File: config.mk
export PLATFORM = sky130hd
export DESIGN_NAME = z80_bus_responder_flat
export DESIGN_NICKNAME = d
export VERILOG_FILES = /design/src/rtl/z80_bus_pkg.sv /design/src/rtl/z80_bus_responder_if.sv /design/src/rtl/z80_cycle_decode.sv /design/src/rtl/z80_bus_responder.sv /design/src/flat_wrapper.sv
export SDC_FILE = /design/constraint.sdc
export NUM_CORES = 1
export LEC_CHECK = 0
export ABC_AREA = 0
export CAP_MARGIN = 30
export CORE_MARGIN = 4
export CORE_UTILIZATION = 65
export CTS_BUF_LIST = sky130_fd_sc_hd__clkbuf_4 sky130_fd_sc_hd__clkbuf_8
export DETAILED_ROUTE_END_ITERATION = 6
export DONT_BUFFER_PORTS = 1
export PLACE_DENSITY = 0.81
export SETUP_SLACK_MARGIN = 0.2
export SLEW_MARGIN = 10
export SYNTH_ARGS = -nofsm -noshare
export SYNTH_HDL_FRONTEND = slang
export SYNTH_SLANG_ARGS = --single-unit
File: constraint.sdc
create_clock -name clk -period 2.4 [get_ports clk]
set_clock_uncertainty 0.05 [all_clocks]
set_input_delay 0.36 -clock clk [delete_from_list [all_inputs] [get_ports clk]]
set_output_delay 0.36 -clock clk [all_outputs]
set_load 0.01 [all_outputs]
File: src/rtl/z80_bus_pkg.sv
// Shared types for the Z80 bus responder: FSM states, bus-cycle classes
// and the default open-bus byte.
package z80_bus_pkg;

    typedef enum logic [1:0] {
        IDLE,
        ACCESS,
        HOLD
    } state_t;

    typedef enum logic [1:0] {
        NONE,
        MEM,
        IO,
        INTACK
    } cycle_t;

    localparam logic [7:0] OPEN_BUS_DEFAULT = 8'hFF;

    function automatic logic is_backend_cycle(cycle_t cyc);
        return (cyc == MEM) || (cyc == IO);
    endfunction

endpackage

File: src/rtl/z80_bus_responder_if.sv
// CPU strobe/data bus, interrupt lines and backend req/ack channel of the
// responder. The slave modport is the responder's view.
interface z80_bus_responder_if;

    logic        mreq_n;
    logic        iorq_n;
    logic        rd_n;
    logic        wr_n;
    logic        m1_n;
    logic        rfsh_n;
    logic [15:0] A;
    logic [7:0]  cpu_dout;
    logic [7:0]  di;
    logic        wait_n;
    logic        int_n;
    logic        int_req;
    logic [7:0]  int_vector;
    logic        be_req;
    logic        be_we;
    logic        be_io;
    logic [15:0] be_addr;
    logic [7:0]  be_wdata;
    logic        be_ack;
    logic [7:0]  be_rdata;
    logic        protocol_err;

    modport slave (
        input  mreq_n, iorq_n, rd_n, wr_n, m1_n, rfsh_n, A, cpu_dout,
        input  int_req, int_vector, be_ack, be_rdata,
        output di, wait_n, int_n, be_req, be_we, be_io, be_addr, be_wdata,
        output protocol_err
    );

    modport master (
        output mreq_n, iorq_n, rd_n, wr_n, m1_n, rfsh_n, A, cpu_dout,
        output int_req, int_vector, be_ack, be_rdata,
        input  di, wait_n, int_n, be_req, be_we, be_io, be_addr, be_wdata,
        input  protocol_err
    );

endinterface

File: src/rtl/z80_cycle_decode.sv
// Combinational classification of the current Z80 strobe pattern into a
// bus-cycle type, plus write direction and the read+write conflict term.
module z80_cycle_decode
    import z80_bus_pkg::*;
(
    input  logic   mreq_n,
    input  logic   iorq_n,
    input  logic   rd_n,
    input  logic   wr_n,
    input  logic   m1_n,
    input  logic   rfsh_n,
    output cycle_t cyc,
    output logic   is_write,
    output logic   proto_err
);

    logic data_strobe;

    assign data_strobe = ~rd_n | ~wr_n;
    // A simultaneous read and write is resolved as a write.
    assign is_write    = ~wr_n;
    assign proto_err   = ~rd_n & ~wr_n;

    // NOTE: every always_comb output gets a default first so no path can
    // leave it unassigned and infer a latch.
    always_comb begin
        cyc = NONE;
        if (!m1_n && !iorq_n)
            cyc = INTACK;
        else if (!iorq_n && data_strobe)
            cyc = IO;
        else if (!mreq_n && rfsh_n && data_strobe)
            cyc = MEM;
    end

endmodule

File: src/rtl/z80_bus_responder.sv
// Target-side Z80 bus responder: forwards memory/I/O cycles to a req/ack
// backend, stretches them with wait_n and answers interrupt-acknowledge.
module z80_bus_responder
    import z80_bus_pkg::*;
#(
    parameter int         WAIT_STATES = 0,
    parameter int         IO_WAIT     = 1,
    parameter logic [7:0] OPEN_BUS    = OPEN_BUS_DEFAULT
) (
    input  logic                clk,
    input  logic                reset,
    z80_bus_responder_if.slave  bus
);

    localparam int CNT_W = $clog2(WAIT_STATES + IO_WAIT + 2);
    localparam logic [CNT_W-1:0] MEM_LOAD = CNT_W'(WAIT_STATES);
    localparam logic [CNT_W-1:0] IO_LOAD  = CNT_W'(WAIT_STATES + IO_WAIT);

    cycle_t            cyc;
    logic              is_write;
    logic              proto_err;

    state_t            state;
    logic [CNT_W-1:0]  wait_cnt;
    logic [CNT_W-1:0]  cnt_dec;
    logic              ack_seen;
    logic              ack_now;
    logic              int_pending;
    logic              pending_nxt;
    logic              start_access;
    logic              start_intack;
    logic              strobes_idle;

    logic [7:0]        di_q;
    logic              int_n_q;
    logic              be_req_q;
    logic              be_we_q;
    logic              be_io_q;
    logic [15:0]       be_addr_q;
    logic [7:0]        be_wdata_q;
    logic              perr_q;

    z80_cycle_decode u_decode (
        .mreq_n    (bus.mreq_n),
        .iorq_n    (bus.iorq_n),
        .rd_n      (bus.rd_n),
        .wr_n      (bus.wr_n),
        .m1_n      (bus.m1_n),
        .rfsh_n    (bus.rfsh_n),
        .cyc       (cyc),
        .is_write  (is_write),
        .proto_err (proto_err)
    );

    assign start_access = (state == IDLE) && is_backend_cycle(cyc);
    assign start_intack = (state == IDLE) && (cyc == INTACK);
    assign strobes_idle = bus.mreq_n && bus.iorq_n && bus.rd_n && bus.wr_n;
    // Acks only count while a request is outstanding; strays are dropped.
    assign ack_now      = be_req_q && bus.be_ack;
    assign cnt_dec      = (wait_cnt == '0) ? '0 : wait_cnt - CNT_W'(1);
    assign pending_nxt  = bus.int_req || (int_pending && !start_intack);

    assign bus.wait_n       = !((state == ACCESS) || start_access);
    assign bus.di           = di_q;
    assign bus.int_n        = int_n_q;
    assign bus.be_req       = be_req_q;
    assign bus.be_we        = be_we_q;
    assign bus.be_io        = be_io_q;
    assign bus.be_addr      = be_addr_q;
    assign bus.be_wdata     = be_wdata_q;
    assign bus.protocol_err = perr_q;

    // NOTE: sequential state uses non-blocking assignments only, so every
    // register samples pre-edge values regardless of statement order.
    always_ff @(posedge clk) begin
        if (reset) begin
            state       <= IDLE;
            wait_cnt    <= '0;
            ack_seen    <= 1'b0;
            int_pending <= 1'b0;
            di_q        <= OPEN_BUS;
            int_n_q     <= 1'b1;
            be_req_q    <= 1'b0;
            be_we_q     <= 1'b0;
            be_io_q     <= 1'b0;
            be_addr_q   <= '0;
            be_wdata_q  <= '0;
            perr_q      <= 1'b0;
        end else begin
            int_pending <= pending_nxt;
            int_n_q     <= !pending_nxt;

            case (state)
                IDLE: begin
                    if (start_access) begin
                        state      <= ACCESS;
                        be_req_q   <= 1'b1;
                        be_we_q    <= is_write;
                        be_io_q    <= (cyc == IO);
                        be_addr_q  <= bus.A;
                        be_wdata_q <= bus.cpu_dout;
                        wait_cnt   <= (cyc == IO) ? IO_LOAD : MEM_LOAD;
                        ack_seen   <= 1'b0;
                        if (proto_err)
                            perr_q <= 1'b1;
                    end else if (start_intack) begin
                        state <= HOLD;
                        di_q  <= bus.int_vector;
                    end
                end

                ACCESS: begin
                    wait_cnt <= cnt_dec;
                    if (ack_now) begin
                        be_req_q <= 1'b0;
                        ack_seen <= 1'b1;
                        if (!be_we_q)
                            di_q <= bus.be_rdata;
                    end
                    // Leave once the post-decrement count is exhausted, so the
                    // ACCESS cycle itself counts as one of the minimum waits.
                    if ((ack_seen || ack_now) && cnt_dec == '0)
                        state <= HOLD;
                end

                HOLD: begin
                    if (strobes_idle) begin
                        state <= IDLE;
                        di_q  <= OPEN_BUS;
                    end
                end

                default: state <= IDLE;
            endcase
        end
    end

endmodule

File: src/flat_wrapper.sv
// flat-port wrapper written by rule: the top's interface ports become plain ports
module z80_bus_responder_flat import z80_bus_pkg::*;
#(
    parameter int         WAIT_STATES = 0,
    parameter int         IO_WAIT     = 1,
    parameter logic [7:0] OPEN_BUS    = OPEN_BUS_DEFAULT
)
  (clk, reset, bus_mreq_n, bus_iorq_n, bus_rd_n, bus_wr_n, bus_m1_n, bus_rfsh_n, bus_A, bus_cpu_dout, bus_int_req, bus_int_vector, bus_be_ack, bus_be_rdata, bus_di, bus_wait_n, bus_int_n, bus_be_req, bus_be_we, bus_be_io, bus_be_addr, bus_be_wdata, bus_protocol_err);
  z80_bus_responder_if bus_i ();
  input  logic clk;
  input  logic reset;
  input wire logic [$bits(bus_i.mreq_n)-1:0] bus_mreq_n;
  input wire logic [$bits(bus_i.iorq_n)-1:0] bus_iorq_n;
  input wire logic [$bits(bus_i.rd_n)-1:0] bus_rd_n;
  input wire logic [$bits(bus_i.wr_n)-1:0] bus_wr_n;
  input wire logic [$bits(bus_i.m1_n)-1:0] bus_m1_n;
  input wire logic [$bits(bus_i.rfsh_n)-1:0] bus_rfsh_n;
  input wire logic [$bits(bus_i.A)-1:0] bus_A;
  input wire logic [$bits(bus_i.cpu_dout)-1:0] bus_cpu_dout;
  input wire logic [$bits(bus_i.int_req)-1:0] bus_int_req;
  input wire logic [$bits(bus_i.int_vector)-1:0] bus_int_vector;
  input wire logic [$bits(bus_i.be_ack)-1:0] bus_be_ack;
  input wire logic [$bits(bus_i.be_rdata)-1:0] bus_be_rdata;
  output wire logic [$bits(bus_i.di)-1:0] bus_di;
  output wire logic [$bits(bus_i.wait_n)-1:0] bus_wait_n;
  output wire logic [$bits(bus_i.int_n)-1:0] bus_int_n;
  output wire logic [$bits(bus_i.be_req)-1:0] bus_be_req;
  output wire logic [$bits(bus_i.be_we)-1:0] bus_be_we;
  output wire logic [$bits(bus_i.be_io)-1:0] bus_be_io;
  output wire logic [$bits(bus_i.be_addr)-1:0] bus_be_addr;
  output wire logic [$bits(bus_i.be_wdata)-1:0] bus_be_wdata;
  output wire logic [$bits(bus_i.protocol_err)-1:0] bus_protocol_err;
  assign bus_i.mreq_n = bus_mreq_n;
  assign bus_i.iorq_n = bus_iorq_n;
  assign bus_i.rd_n = bus_rd_n;
  assign bus_i.wr_n = bus_wr_n;
  assign bus_i.m1_n = bus_m1_n;
  assign bus_i.rfsh_n = bus_rfsh_n;
  assign bus_i.A = bus_A;
  assign bus_i.cpu_dout = bus_cpu_dout;
  assign bus_i.int_req = bus_int_req;
  assign bus_i.int_vector = bus_int_vector;
  assign bus_i.be_ack = bus_be_ack;
  assign bus_i.be_rdata = bus_be_rdata;
  assign bus_di = bus_i.di;
  assign bus_wait_n = bus_i.wait_n;
  assign bus_int_n = bus_i.int_n;
  assign bus_be_req = bus_i.be_req;
  assign bus_be_we = bus_i.be_we;
  assign bus_be_io = bus_i.be_io;
  assign bus_be_addr = bus_i.be_addr;
  assign bus_be_wdata = bus_i.be_wdata;
  assign bus_protocol_err = bus_i.protocol_err;
  z80_bus_responder #(.WAIT_STATES(WAIT_STATES), .IO_WAIT(IO_WAIT), .OPEN_BUS(OPEN_BUS)) u_core (.clk(clk), .reset(reset), .bus(bus_i));
endmodule
==> flow_summary.ini, run 1 <==
[run_status]
outcome = completed

[drt]
first_pass_iters = 4
drtIter0Drc = 103
drtAntennaViolNets = 0
routed_via_density = 6.090
wl_per_cell_um = 16.23
vias = 1559
wl_um = 4156
drc = 0

[place]
dpl.hpwl_um = 2950
gp_congestion = 0.8112
portBuffers = 0
placed_area_sq_mm = 0.001832

[clock_network]
h-tree-depth = 2
cts_tree = built
clkTransAtPathRegs_ns = 0.12
numCtsBuffers = 5
clock_latency_ns = 0.35
clock_path_buffers = 2
clock-sinks = 43
cts_root_buf = clkbuf_4

[synth]
yosys.area.top_type = dfxtp_1
synth_common_cells = nand2_1 (56), a21oi_1 (48), dfxtp_1 (43), nor2_1 (18), clkbuf_1 (10)
yosys_warnings = 0
synthCells = 229
synth-edff-count = 0
synth_seq_cells = 43
yosysSeqAreaShare_pct = 46.64
async_flop_share_pct = 0
syn_nets = 284
synth.area.top_cells = dfxtp_1 (47%), a21oi_1 (13%), nand2_1 (11%)
synthFlopType = dfxtp_1
synth_area_sq_mm = 0.001846
ys_types = 31
avgSynthCellArea_sq_um = 8.059
synth.most_common_cell = nand2_1
synth_top_cell_area_share_pct = 46.64

[global_route]
grtUsageMet3_pct = 12.16
grt_pass1_wl_um = 6382
grt-busiest-layer = met2
grt_max_degree = 28
grt_util_met1_pct = 25.55
antenna_found_initial = 0
track_usage_pct = 22.89
grt_pass1_vias = 1451
gr-usage-met2_pct = 37.16
grt_overflow = 0

[die]
initial_core_util_pct = 67.51
fp.dieH_um = 61.29
ios = 88
dieArea_sq_mm = 0.003756
fp-row-count = 19
core_area_sq_mm = 0.002734
die-width_um = 61.29

[timing]
clock.fmax_ghz = 0.5017
relSlewSlack_pct = 55.47
finalCritPeriodShare_pct = 83.05
tns_ns = 0
final-setup-viol-count = 0
rsz0062_at_grt = no
maxSlewViolCount = 0
period_minus_slack_ns = 1.993
hold_viol = 0
worst_slew_pin_slew_ns = 0.6657

[finish]
drive_gt1_share_pct = 10.22
final_area_sq_mm = 0.001937
nets = 279
diodes = 0
areaGrowthSynthToFinish_pct = 4.949
n_fill_cell = 228

[worst_setup_path]
worst_ep_required_time_ns = 1.99
crit_type = flop to output pin
critPathLaunchType = flop
crit_path_max_fanout = 18
crit_arrival_ns = 1.58
endpoint_kind = output pin

[flow_run]
cap_violations = 0

[min_path]
hold_class = primary input to flop

[pwr]
peakVddDrop_uv = 901.0
leakage_nw = 0.7566
p_per_area_mw_per_mm2 = 1292
-- layer usage --
layer / vias up / wire (um) / share of wire, %
met5: - / 0 / 0
met4: 0 / 53 / 1.3
met3: 7 / 554 / 13
met2: 81 / 1989 / 48
met1: 698 / 1559 / 38
li1: 773 / - / -
-- power by group --
group	internal, mW	total, mW	switching [mW]
sequential	0.894	1.09	0.200
clock	0.219	0.456	0.236
combinational	0.383	0.954	0.571
total	1.50	2.50	1.01
-- cell usage in the layout (no fill, tap or decap), drive strengths merged --
cell type / instances
bufinv: 1
or3b: 1
dfxtp: 43
clkbuf: 5
nor3b: 1
a2bb2oi: 1
a41o: 1
clkinv: 2
a21oi: 49
inv: 2
ha: 5
and3: 8
nand4: 1
nor2: 18
nand3b: 1
nand2b: 1
a311oi: 1
nand2: 57
buf: 2
o21ai: 2
nand4b: 1
a31oi: 3
dlygate4sd3: 2
a211oi: 3
a22oi: 1
o21a: 1
and2b: 1
a211o: 8
or2: 2
nor3: 1
-- critical path, stage by stage (launching register included) --
cell	delay, ns
dfxtp_1	0.35
inv_1	0.10
ha_1	0.33
and2b_4	0.35
nor2_2	0.09
-- repair_timing --
action                     CTS  global route
resized for setup            0             2
buffers inserted             0             0
setup endpoints to repair    0             1
hold endpoints to repair    18            15
hold buffers                 1             1
-- flip-flops by register name, indices dropped and copies added, names as in the netlist, 2 cells and up --
name / flops
u_core.bus.be_addr: 16
u_core.bus.be_wdata: 8
u_core.bus.di: 8
u_core.state: 2
u_core.wait_cnt: 2
-- kinds of logic after synthesis --
group	after synthesis	synth area share, %
and+or+nand+nor	93	22.78
adders and majority gates	5	3.390
AOI/OAI and AO/OA	70	23.12
buffers and inverters	18	4.068
DFF	43	46.64
-- per-stage QoR --
step / util, % / power [mW] / hold WS, ns / setup WS [ns] / instances
6_report: 70.85 / 2.503 / 0.03939 / 0.4068 / 256
5_1_grt: 70.85 / 2.720 / 0.003679 / 0.2520 / 256
4_1_cts: 70.34 / 2.499 / 0.0005649 / 0.2239 / 255
3_5_place_dp: 67.00 / 2.043 / 0.3835 / 0.1205 / 246
3_3_place_gp: 67.00 / 1.992 / 0.3825 / 0.2434 / 246
2_1_floorplan: - / 1.875 / 0.3872 / 0.2975 / 229
-- worst paths after layout --
check | from | end | slack [ns] | cells after the start
setup / recovery | u_core.state[0] | bus_wait_n | 0.41 | 4
hold / removal | bus_wr_n | u_core.bus.be_we | 0.04 | 1
setup reg to reg | u_core.state[1] | u_core.bus.di[7] | 0.43 | 5
hold reg to reg | u_core.int_pending | u_core.int_pending | 0.44 | 2
-- layout make-up --
class	instances	area, sq um	share of cell area (%)
clock inverter	3	43.79	2.261
clock buffer	5	37.54	1.938
multi-input combinational	168	913.4	47.16
tap	31	38.79	2.003
timing repair buffer	4	35.03	1.809
sequential	43	860.8	44.44
inverter	2	7.507	0.3876
Power figures use the tool's default switching activity.
==> inputs of run 2 (changes only) <==
- clock period: 2.4 -> 2.1 ns (I/O delays scaled with it)
==> flow_summary.ini, run 2 (synthesized netlist as in run 1, its figures left out) <==
[clock_network]
clock-sinks = 43
cts_tree = built
numCtsBuffers = 5
h-tree-depth = 2
clock_path_buffers = 2
clock_latency_ns = 0.36
clkTransAtPathRegs_ns = 0.12
cts_root_buf = clkbuf_4

[drt]
wl_per_cell_um = 16.06
wl_met1_um = 1558
wl_um = 4192
drtAntennaViolNets = 0
first_pass_iters = 4
drc = 0
met3_length_um = 547
drtIter0Drc = 78
routed.top_layer = met4
wl_met2_um = 1996
routed_via_density = 5.996
vias = 1565

[pwr]
p_sw_mw = 1.163
peakVddDrop_uv = 1027
p_sw_share_pct = 41.19
intPower_mw = 1.660
p_per_area_mw_per_mm2 = 1430
p_comb_share_pct = 41.2
leakage_nw = 0.7723
seqPwrFrac_pct = 44.6
clkPwrFrac_pct = 14.3

[place]
gp_congestion = 0.7790
portBuffers = 0
dpl.hpwl_um = 3061

[finish]
diodes = 0
seq_area_sq_um = 863.3
multiInputGateArea_sq_um = 923.4
largest_register_ff_count = 16
mostFrequentLayoutCells = nand2_1 (56), a21oi_1 (48), dfxtp_1 (41), nor2_1 (17), a211o_1 (8)
final_util_pct = 72.17
n_fill_cell = 213
areaGrowthSynthToFinish_pct = 6.915
drive_gt1_share_pct = 14.78
nets = 284
layout_commonest_cell = nand2_1

[die]
ios = 88
die-width_um = 61.29
dieArea_sq_mm = 0.003756
core_area_sq_mm = 0.002734
fp-row-count = 19
initial_core_util_pct = 67.51
fp.dieH_um = 61.29

[timing]
finalCritPeriodShare_pct = 85.83
relSlewSlack_pct = 72.91
final-setup-viol-count = 0
period_minus_slack_ns = 1.802
clock.fmax_ghz = 0.5548
hold_viol = 0
maxSlewViolCount = 0
worst_slew_pin_slew_ns = 0.4021
rsz0062_at_grt = no
tns_ns = 0

[worst_setup_path]
crit_path_max_fanout = 10
endpoint_kind = output pin
crit_arrival_ns = 1.44
worst_ep_required_time_ns = 1.74
r2r-start = u_core.state[0]
critPathLaunchType = flop
rr_worst_depth = 6
critPathLaunch = u_core.state[0]
crit_type = flop to output pin

[global_route]
grt_max_degree = 42
antenna_found_initial = 0
grt_pass1_wl_um = 6492
track_usage_pct = 23.56
grt_pass1_vias = 1509
grt_overflow = 0

[flow_run]
cap_violations = 0

[min_path]
holdPathStages = 1
hold_class = primary input to flop
min_from = reset

[run_status]
outcome = completed
-- run 2: cell count changes in the layout (fill, tap and decap cells not counted), sizes merged --
cell and change:
clkinvlp +1, clkinv -1, clkbuf +1, bufinv -1, buf +6, dlygate4sd3 -1
-- run 2: metal layers --
layer	track usage (%)	vias to the layer above
li1	-	781
met1	24.06	690
met2	40.33	84
met3	12.37	10
met4	9.598	0
met5	0	-
-- run 2: path summary, 6_finish.rpt --
| path | end | slack, ns |
|---|---|---|
| hold / removal | u_core.bus.di[6] | 0.01 |
| hold reg to reg | u_core.wait_cnt[0] | 0.44 |
| setup / recovery | bus_wait_n | 0.30 |
| setup reg to reg | u_core.bus.di[6] | 0.31 |
-- run 2: what timing repair did --
action	CTS	global route
hold buffers	2	0
endpoints found under the hold margin	41	0
pin swaps	0	0
setup endpoints to repair	1	11
gates resized for setup	3	3
gates cloned	0	0
setup buffers	0	0
-- run 2: through the flow --
step	cells	worst slack, ns	hold WS (ns)	instance area (sq um)	power [mW]
6_report	261	0.2975	0.01082	1973	2.822
5_1_grt	261	0.2149	0.001340	1973	3.052
4_1_cts	261	0.1774	0.004288	1968	2.819
3_5_place_dp	251	0.08795	0.3401	1874	2.384
3_3_place_gp	251	0.1533	0.3387	1874	2.314
2_1_floorplan	229	0.08586	0.3607	1851	2.143
-- run 2: final cells by class --
cell class	instances	share of cell area, %
clock buffers	6	2.283
repair buffers	9	4.185
clock inverters	2	0.6341
inverters	2	0.3805
well taps	31	1.966
flip-flops and latches	43	43.75
multi-input cells	168	46.80
-- run 2: power groups by stage --
stage          combinational, mW  clock (mW)  sequential (mW)
2_1_floorplan              0.913           0             1.23
3_3_place_gp                1.05           0             1.27
3_5_place_dp                1.11           0             1.28
4_1_cts                     1.15       0.410             1.26
5_1_grt                     1.31       0.453             1.29
6_report                    1.16       0.402             1.26
-- run 2: critical path: stages, from the launching register on --
cell and delay, ns:
dfxtp_2 0.35, inv_1 0.11, ha_2 0.28, and2b_4 0.26, nor2_2 0.07
